### src/rtl/hazard_fwd_unit.sv
// rtl/hazard_fwd_unit.sv - D-stage operand forwarding, data/MUDI stall detection and stall counter
module hazard_fwd_unit #(
    parameter int DW       = 32,
    parameter int AW       = 5,
    parameter int LUI_SH   = 16,
    parameter int PC_OFF   = 8,
    parameter int MULT_LAT = 5,
    parameter int DIV_LAT  = 10,
    parameter int CW       = 16
) (
    input  logic          clk,
    input  logic          reset_n,
    input  logic [AW-1:0] rs_d,
    input  logic [AW-1:0] rt_d,
    input  logic          use_rs_d,
    input  logic          use_rt_d,
    input  logic          md_use_d,
    input  logic [AW-1:0] dst_e,
    input  logic [AW-1:0] dst_m,
    input  logic [AW-1:0] dst_w,
    input  logic [2:0]    wd_sel_e,
    input  logic [2:0]    wd_sel_m,
    input  logic [2:0]    wd_sel_w,
    input  logic [DW-1:0] ext_e,
    input  logic [DW-1:0] ext_m,
    input  logic [DW-1:0] ext_w,
    input  logic [DW-1:0] pc_e,
    input  logic [DW-1:0] pc_m,
    input  logic [DW-1:0] pc_w,
    input  logic [DW-1:0] alu_m,
    input  logic [DW-1:0] alu_w,
    input  logic [DW-1:0] mudi_m,
    input  logic [DW-1:0] mudi_w,
    input  logic [DW-1:0] dm_w,
    input  logic [DW-1:0] rf_rs,
    input  logic [DW-1:0] rf_rt,
    input  logic          start_mult_e,
    input  logic          start_div_e,
    output logic [DW-1:0] fwd_rs,
    output logic [DW-1:0] fwd_rt,
    output logic          stall,
    output logic          md_busy,
    output logic [CW-1:0] stall_cnt,
    output logic          md_drop
);
    localparam int MW = $clog2(DIV_LAT + 1);
    localparam logic [MW-1:0] MULT_LOAD = MW'(MULT_LAT);
    localparam logic [MW-1:0] DIV_LOAD  = MW'(DIV_LAT);

    logic [MW-1:0] md_cnt;
    logic [DW-1:0] val_e, val_m, val_w;
    logic          rdy_e, rdy_m, rdy_w;
    logic [DW:0]   res_rs, res_rt;
    logic          data_stall, md_stall;

    function automatic logic [DW-1:0] stage_val(input logic [2:0] sel, input logic [DW-1:0] alu,
                                                input logic [DW-1:0] ext, input logic [DW-1:0] dm,
                                                input logic [DW-1:0] pc, input logic [DW-1:0] mudi);
        case (sel)
            3'd0:    return alu;
            3'd1:    return ext << LUI_SH;
            3'd2:    return dm;
            3'd3:    return pc + DW'(PC_OFF);
            3'd4:    return mudi;
            default: return '0;
        endcase
    endfunction

    // Returns {pending, value}: pending means the nearest matching stage cannot supply data yet.
    function automatic logic [DW:0] resolve(
        input logic [AW-1:0] src, input logic [DW-1:0] rf,
        input logic [AW-1:0] de, input logic [AW-1:0] dm, input logic [AW-1:0] dw,
        input logic [2:0] se, input logic [2:0] sm, input logic [2:0] sw,
        input logic [DW-1:0] ve, input logic [DW-1:0] vm, input logic [DW-1:0] vw,
        input logic re, input logic rm, input logic rw);
        if (src == '0)
            return {1'b0, rf};
        if (de == src && se <= 3'd4)
            return re ? {1'b0, ve} : {1'b1, rf};
        if (dm == src && sm <= 3'd4)
            return rm ? {1'b0, vm} : {1'b1, rf};
        if (dw == src && sw <= 3'd4)
            return rw ? {1'b0, vw} : {1'b1, rf};
        return {1'b0, rf};
    endfunction

    always_comb begin
        val_e = stage_val(wd_sel_e, '0, ext_e, '0, pc_e, '0);
        val_m = stage_val(wd_sel_m, alu_m, ext_m, '0, pc_m, mudi_m);
        val_w = stage_val(wd_sel_w, alu_w, ext_w, dm_w, pc_w, mudi_w);
        rdy_e = (wd_sel_e == 3'd1) || (wd_sel_e == 3'd3);
        rdy_m = (wd_sel_m <= 3'd4) && (wd_sel_m != 3'd2);
        rdy_w = (wd_sel_w <= 3'd4);
        res_rs = resolve(rs_d, rf_rs, dst_e, dst_m, dst_w, wd_sel_e, wd_sel_m, wd_sel_w,
                         val_e, val_m, val_w, rdy_e, rdy_m, rdy_w);
        res_rt = resolve(rt_d, rf_rt, dst_e, dst_m, dst_w, wd_sel_e, wd_sel_m, wd_sel_w,
                         val_e, val_m, val_w, rdy_e, rdy_m, rdy_w);
        fwd_rs     = res_rs[DW-1:0];
        fwd_rt     = res_rt[DW-1:0];
        data_stall = (use_rs_d && res_rs[DW]) || (use_rt_d && res_rt[DW]);
        md_busy    = (md_cnt != '0);
        md_stall   = md_use_d && (md_busy || start_mult_e || start_div_e);
        stall      = data_stall || md_stall;
    end

    always_ff @(posedge clk or negedge reset_n) begin
        if (!reset_n) begin
            md_cnt    <= '0;
            md_drop   <= 1'b0;
            stall_cnt <= '0;
        end else begin
            if (md_cnt == '0) begin
                if (start_div_e)
                    md_cnt <= DIV_LOAD;
                else if (start_mult_e)
                    md_cnt <= MULT_LOAD;
            end else begin
                md_cnt <= md_cnt - 1'b1;
                if (start_mult_e || start_div_e)
                    md_drop <= 1'b1;
            end
            if (stall && stall_cnt != '1)
                stall_cnt <= stall_cnt + 1'b1;
        end
    end
endmodule

### config.mk
export PLATFORM = sky130hd
export DESIGN_NAME = hazard_fwd_unit
export DESIGN_NICKNAME = d
export VERILOG_FILES = /design/src/rtl/hazard_fwd_unit.sv
export SDC_FILE = /design/constraint.sdc
export NUM_CORES = 1
export LEC_CHECK = 0
export CAP_MARGIN = 30
export CELL_PAD_IN_SITES_DETAIL_PLACEMENT = 0
export CELL_PAD_IN_SITES_GLOBAL_PLACEMENT = 1
export CORE_AREA = 4 4 209 211
export DETAILED_ROUTE_END_ITERATION = 16
export DIE_AREA = 0 0 213 215
export GPL_ROUTABILITY_DRIVEN = 0
export PLACE_DENSITY = 0.78
export REMOVE_ABC_BUFFERS = 1
export SLEW_MARGIN = 10
export SYNTH_ARGS = -nofsm -noshare
export SYNTH_HDL_FRONTEND = slang
export SYNTH_SLANG_ARGS = --single-unit
### constraint.sdc
create_clock -name clk -period 9.3 [get_ports clk]
set_input_delay 1.86 -clock clk [delete_from_list [all_inputs] [get_ports clk]]
set_output_delay 1.86 -clock clk [all_outputs]
set_load 0.05 [all_outputs]
==> results of run 1 <==
flip-flops by register name, indices dropped and copies added, names as in the netlist:
signal,flops
stall_cnt,16
md_cnt,4
md_drop,1
cell families (layout without fill, tap and decap cells):
logic type	after synthesis	after routing	synth area share [%]
flops	21	21	6.85
other cells	0	8	0
buf+inv	103	549	5.48
compound gates	425	425	36.7
xor+xnor	110	110	12.6
simple gates	465	465	30.1
mux	55	55	7.49
fa+ha+maj	5	5	0.815
cell usage after synthesis (14+ instances only):
cell | n | area share, %
sky130_fd_sc_hd__nor3_1 | 32 | 2.1
sky130_fd_sc_hd__and2_1 | 14 | 1.1
sky130_fd_sc_hd__clkbuf_1 | 71 | 3.5
sky130_fd_sc_hd__a22oi_1 | 34 | 3.3
sky130_fd_sc_hd__nand3_1 | 54 | 3.5
sky130_fd_sc_hd__nand2_1 | 127 | 6.2
sky130_fd_sc_hd__o21ai_0 | 104 | 6.8
sky130_fd_sc_hd__a221oi_1 | 28 | 3.2
sky130_fd_sc_hd__dfrtp_1 | 21 | 6.8
sky130_fd_sc_hd__nor2_1 | 116 | 5.7
sky130_fd_sc_hd__a21oi_1 | 112 | 7.3
sky130_fd_sc_hd__xnor2_1 | 48 | 5.5
sky130_fd_sc_hd__xor2_1 | 62 | 7.1
sky130_fd_sc_hd__o22ai_1 | 24 | 2.0
sky130_fd_sc_hd__mux2i_1 | 45 | 5.9
sky130_fd_sc_hd__nand4_1 | 36 | 2.9
cell type report:
type                            instances  area share [%]
Multi-Input combinational cell       1060            51.0
Timing Repair Buffer                  532            38.9
Tap cell                              539            5.09
Sequential cell                        21            3.97
Clock buffer                            3           0.567
Inverter                               13           0.368
Antenna cell                            8           0.151
Clock inverter                          1          0.0378
routing by layer:
layer	vias to the layer above	share of wire, %
met3	77	9.5
met4	0	2.8
li1	5435	-
met2	713	48
met5	-	0
met1	5712	40
power breakdown:
part	switching [mW]	leakage (nW)	internal, mW
Combinational	0.500	4.37	0.360
Sequential	0.0362	0.251	0.122
Clock	0.0330	0.0409	0.0577
how the worst min path moves through the flow:
stage / startpoint / to / slack [ns]
final: md_drop / md_drop / 0.47
after global routing: md_cnt[2] / md_cnt[3] / 0.50
after CTS: md_drop / md_drop / 0.47
after detailed placement: md_drop / md_drop / 0.46
after global placement: md_drop / md_drop / 0.45
after floorplan: md_cnt[2] / md_cnt[3] / 0.46
per-stage QoR:
step	hold slack, ns	setup WS [ns]	area (um^2)	utilization, %	power, mW
floorplan	0.455	1.81	7300	-	0.567
finish	0.474	1.39	13300	31.7	1.11
global route	0.501	1.09	13200	31.7	1.17
CTS	0.474	1.39	13200	31.6	1.11
detailed placement	0.458	1.39	13100	31.4	1.02
global placement	0.451	1.47	13100	31.4	1.01
==> flow_metrics.tcl, run 1 <==
set metrics [dict create \
    layout-drive-gt1-share_pct 6.75 \
    yosys.cell_types.count 64 \
    layout.cells.most_common "sky130_fd_sc_hd__clkdlybuf4s50_1" \
    worstPathCellList "clkdlybuf4s50_1 > or2_1 > a2111oi_4 > nand2_1 > nand2_1 > buf_4 > nor2_1 > a2111oi_0 > a21oi_1 > clkdlybuf4s50_1" \
    postCtsResizedCells 0 \
    place.port_buffers 491 \
    drcViolationCount 0 \
    core_um2 41800 \
    detailed_place_hpwl_mm 49.7 \
    final_antenna_net_count 0 \
    cts.root.buffer_cell "sky130_fd_sc_hd__clkbuf_16" \
    unrepaired_setup_endpoints_after_global_routing "no" \
    worst_r2r_endpoint "stall_cnt[1]" \
    dominantRegCellSynth "sky130_fd_sc_hd__dfrtp_1" \
    worst_clock_skew_on_the_final_layout_ns 0.00293 \
    cts_htree_levels 1 \
    launching_element_of_the_worst_setup_path "wd_sel_m[0]" \
    tns_ns 0 \
    crit_buf_inv 3 \
    cell_area_after_synthesis_um2 7670 \
    fillers 4541 \
    critPathKind "input port to output port" \
    initial_core_util_pct 18.4 \
    pwr_density_cell_nw_per_um2 83.7 \
    viasPerCell 5.48 \
    critical_path.startpoint_type "input port" \
    combined_flip_flop_and_latch_cell_area_um2 526 \
    ir_drop_mv 0.105 \
    r2r.worst_path.cells 9 \
    crit_fanout 23 \
    grt_max_degree 39 \
    grt_util_all_layers_pct 23.8 \
    count_of_pins_on_the_block_boundary 540 \
    avgRoutedWirePerCell_um 26.9 \
    tritoncts_clock_tree "done" \
    cap_violations 0 \
    grt_antenna_before_repair 7 \
    design.die.area_um2 45800 \
    dpl.cell_count 2162 \
    min_path_cells 1 \
    timing.hold.worst.class "register to register" \
    grt.busiest_layer "met2" \
    die_h_um 215 \
    async_flop_share_pct 100 \
    yosys_warnings 0 \
    slowest_delay_ns 0.76 \
    cts_buffers 3 \
    multi_input_area_um2 6750 \
    r2r_slack_ns 6.58 \
    power_leakage_nw 4.66 \
    most-common-layout-cells "458 x sky130_fd_sc_hd__clkdlybuf4s50_1, 127 x sky130_fd_sc_hd__nand2_1, 115 x sky130_fd_sc_hd__nor2_1, 112 x sky130_fd_sc_hd__a21oi_1, 104 x sky130_fd_sc_hd__o21ai_0" \
    crit_cells 10 \
    area_delta_synth_final_pct 72.7 \
    dieWidth_um 213 \
    drtIter0Drc 1210 \
    timing.critical_path.to "fwd_rt[21]" \
    slowest_stage "sky130_fd_sc_hd__clkdlybuf4s50_1" \
    worst_slew_pin_slew_ns 0.967 \
    drt_first_pass_iters 5 \
    finalMaxSlewViolations 0 \
    critPathArrivalTime_ns 6.05 \
    finalWirelength_mm 58.6 \
    cp_top_family "simple AND/OR/NAND/NOR gates" \
    number_of_synthesized_flops_with_an_enable_pin 0 \
    syn_area_per_cell_um2 6.48 \
    period_needed_ns 7.91 \
    grt-ovfl-total 0 \
    crit_required_ns 7.44 \
    cts-root-to-sink-buffers 2 \
    met1_usage_pct 30.3 \
    row_count 75 \
    via_count_of_the_first_global_routing_pass 12100 \
    postSynthRegisterBits 21 \
    grt_use_met2_pct 41.0 \
    cts_setup_buffers 0 \
    hold_viol_final 0 \
    holdBufCountCts 0 \
    post_synth_inst_count 1184 \
    fmaxAchievable_ghz 0.126 \
    total_via_count_in_the_routed_design 11900 \
    run_status "completed" \
    critical_path_end_type "output port" \
    report.final.setup_viol 0 \
    layoutNonFillerInstCount 2177 \
    clkTransAtPathRegs_ns 0.06 \
    use_met3_pct 4.84 \
    final.period_utilization_pct 85.1 \
    first_pass_grt_wire_length_mm 81.9 \
    r2r-start "md_cnt[0]" \
    layout.nets 2093 \
    synth.yosys.seq_area_share_pct 6.85 \
    worstSkewPairLatency_ns 0.25 \
    cts_num_sinks 21 \
    max-slew-margin-rel_pct 35.4 \
]
(Power assumes the default switching activity.)
==> run 2: changes to the inputs <==
--- a/config.mk
+++ b/config.mk
@@ -5,7 +5,7 @@
 export SDC_FILE = /design/constraint.sdc
 export NUM_CORES = 1
 export LEC_CHECK = 0
-export CAP_MARGIN = 30
+export CAP_MARGIN = 5
 export CELL_PAD_IN_SITES_DETAIL_PLACEMENT = 0
 export CELL_PAD_IN_SITES_GLOBAL_PLACEMENT = 1
 export CORE_AREA = 4 4 209 211
==> flow_metrics.tcl, run 2 (synthesis gave the netlist of run 1 again) <==
set metrics [dict create \
    run_status "completed" \
    post-route-cell-area_um2 13200 \
    total_via_count_in_the_routed_design 11900 \
    critPathKind "input port to output port" \
    hold-worst-slack_ns 0.463 \
    worst_slew_pin_slew_ns 1.21 \
    final_antenna_net_count 0 \
    slowest_delay_ns 0.76 \
    dieWidth_um 213 \
    critical_path_end_type "output port" \
    report.final.setup_viol 0 \
    critPathArrivalTime_ns 6.05 \
    final.period_utilization_pct 85.0 \
    finalMaxSlewViolations 0 \
    layout-drive-gt1-share_pct 6.47 \
    viasPerCell 5.49 \
    fillers 4592 \
    initial_core_util_pct 18.4 \
    critical_path.startpoint_type "input port" \
    power_leakage_nw 4.63 \
    drtIter0Drc 1182 \
    dpl.cell_count 2159 \
    cts_htree_levels 1 \
    core_um2 41800 \
    cap_violations 0 \
    finalWirelength_mm 58.8 \
    postCtsResizedCells 0 \
    row_count 75 \
    avgRoutedWirePerCell_um 27.1 \
    routed-wl-met3_mm 4.87 \
    grt_max_degree 39 \
    slowest_stage "sky130_fd_sc_hd__clkdlybuf4s50_1" \
    worst_clock_skew_on_the_final_layout_ns 0.00427 \
    ir_drop_mv 0.0872 \
    grt_util_all_layers_pct 23.9 \
    crit_fanout 23 \
    cts-root-to-sink-buffers 2 \
    area_delta_synth_final_pct 72.1 \
    crit_required_ns 7.44 \
    detailed_place_hpwl_mm 49.6 \
    finalWorstSetupSlack_ns 1.39 \
    pwr_density_cell_nw_per_um2 84.1 \
    layoutNonFillerInstCount 2169 \
    tritoncts_clock_tree "done" \
    die_h_um 215 \
    cts.root.buffer_cell "sky130_fd_sc_hd__clkbuf_16" \
    pre_cts_ws_ns 1.41 \
    r2r_slack_ns 6.17 \
    design.die.area_um2 45800 \
    most-common-layout-cells "458 x sky130_fd_sc_hd__clkdlybuf4s50_1, 127 x sky130_fd_sc_hd__nand2_1, 115 x sky130_fd_sc_hd__nor2_1, 112 x sky130_fd_sc_hd__a21oi_1, 104 x sky130_fd_sc_hd__o21ai_0" \
    registers.top_by_ff_count "stall_cnt" \
    period_needed_ns 7.91 \
    first_pass_grt_wire_length_mm 82.3 \
    max-slew-margin-rel_pct 19.0 \
    final_util_pct 31.6 \
    clkTransAtPathRegs_ns 0.05 \
    worstPathCellList "clkdlybuf4s50_1 > or2_1 > a2111oi_4 > nand2_1 > nand2_1 > buf_4 > nor2_1 > a2111oi_0 > a21oi_1 > clkdlybuf4s50_1" \
    via_count_of_the_first_global_routing_pass 12100 \
    wl_met1_mm 24.3 \
    timing.hold.worst.class "register to register" \
    grt-ovfl-total 0 \
    drt_first_pass_iters 6 \
    cts_setup_buffers 0 \
    fmaxAchievable_ghz 0.126 \
    layout.cells.most_common "sky130_fd_sc_hd__clkdlybuf4s50_1" \
    drcViolationCount 0 \
    total_power_mw 1.11 \
    grt_antenna_before_repair 8 \
    count_of_pins_on_the_block_boundary 540 \
    largest_reg_flops 16 \
    cts_buffers 3 \
    dr.max_layer_used "met5" \
    holdBufCountCts 0 \
    place.port_buffers 491 \
    hold_viol_final 0 \
    unrepaired_setup_endpoints_after_global_routing "no" \
    cts_num_sinks 21 \
    reg_top3 "stall_cnt (16), md_cnt (4), md_drop (1)" \
    met2_length_mm 28.1 \
    placed_area_um2 13100 \
    layout.nets 2087 \
    worstSkewPairLatency_ns 0.25 \
    tns_ns 0 \
]
==> run 2: worst paths after layout <==
kind	from	endpoint	depth (start not counted)
max	wd_sel_m[0]	fwd_rt[21]	10
min	md_drop	md_drop	1
max reg2reg	stall_cnt[3]	stall_cnt[1]	7
min reg2reg	md_drop	md_drop	1
max in group asynchronous	reset_n	stall_cnt[6]	1
min in group asynchronous	reset_n	stall_cnt[15]	1
==> run 2: report_power, final <==
group          internal, mW  switching [mW]  total (mW)
logic                 0.359           0.501       0.860
registers             0.122          0.0364       0.159
clock network        0.0578          0.0334      0.0912
==> run 2: critical path, delay by kind of cell <==
family,cells,cell delay [ns]
buf+inv,3,1.47
simple gates,4,1.71
compound gates,3,0.97
==> run 2: routing by layer <==
metal,vias to the layer above,GRT usage [%]
met1,5722,31.0
li1,5430,-
met2,688,41.3
met4,2,5.52
met3,75,4.10
met5,-,0
==> run 2: cell type report <==
cell class	instances	area, um^2	share of cell area [%]
well taps	539	674	5.11
multi-input cells	1060	6760	51.2
diodes	6	15.0	0.114
clock inverters	1	5.00	0.0379
clock buffers	3	75.1	0.569
flip-flops and latches	21	526	3.98
repair buffers	526	5100	38.6
inverters	13	48.8	0.370
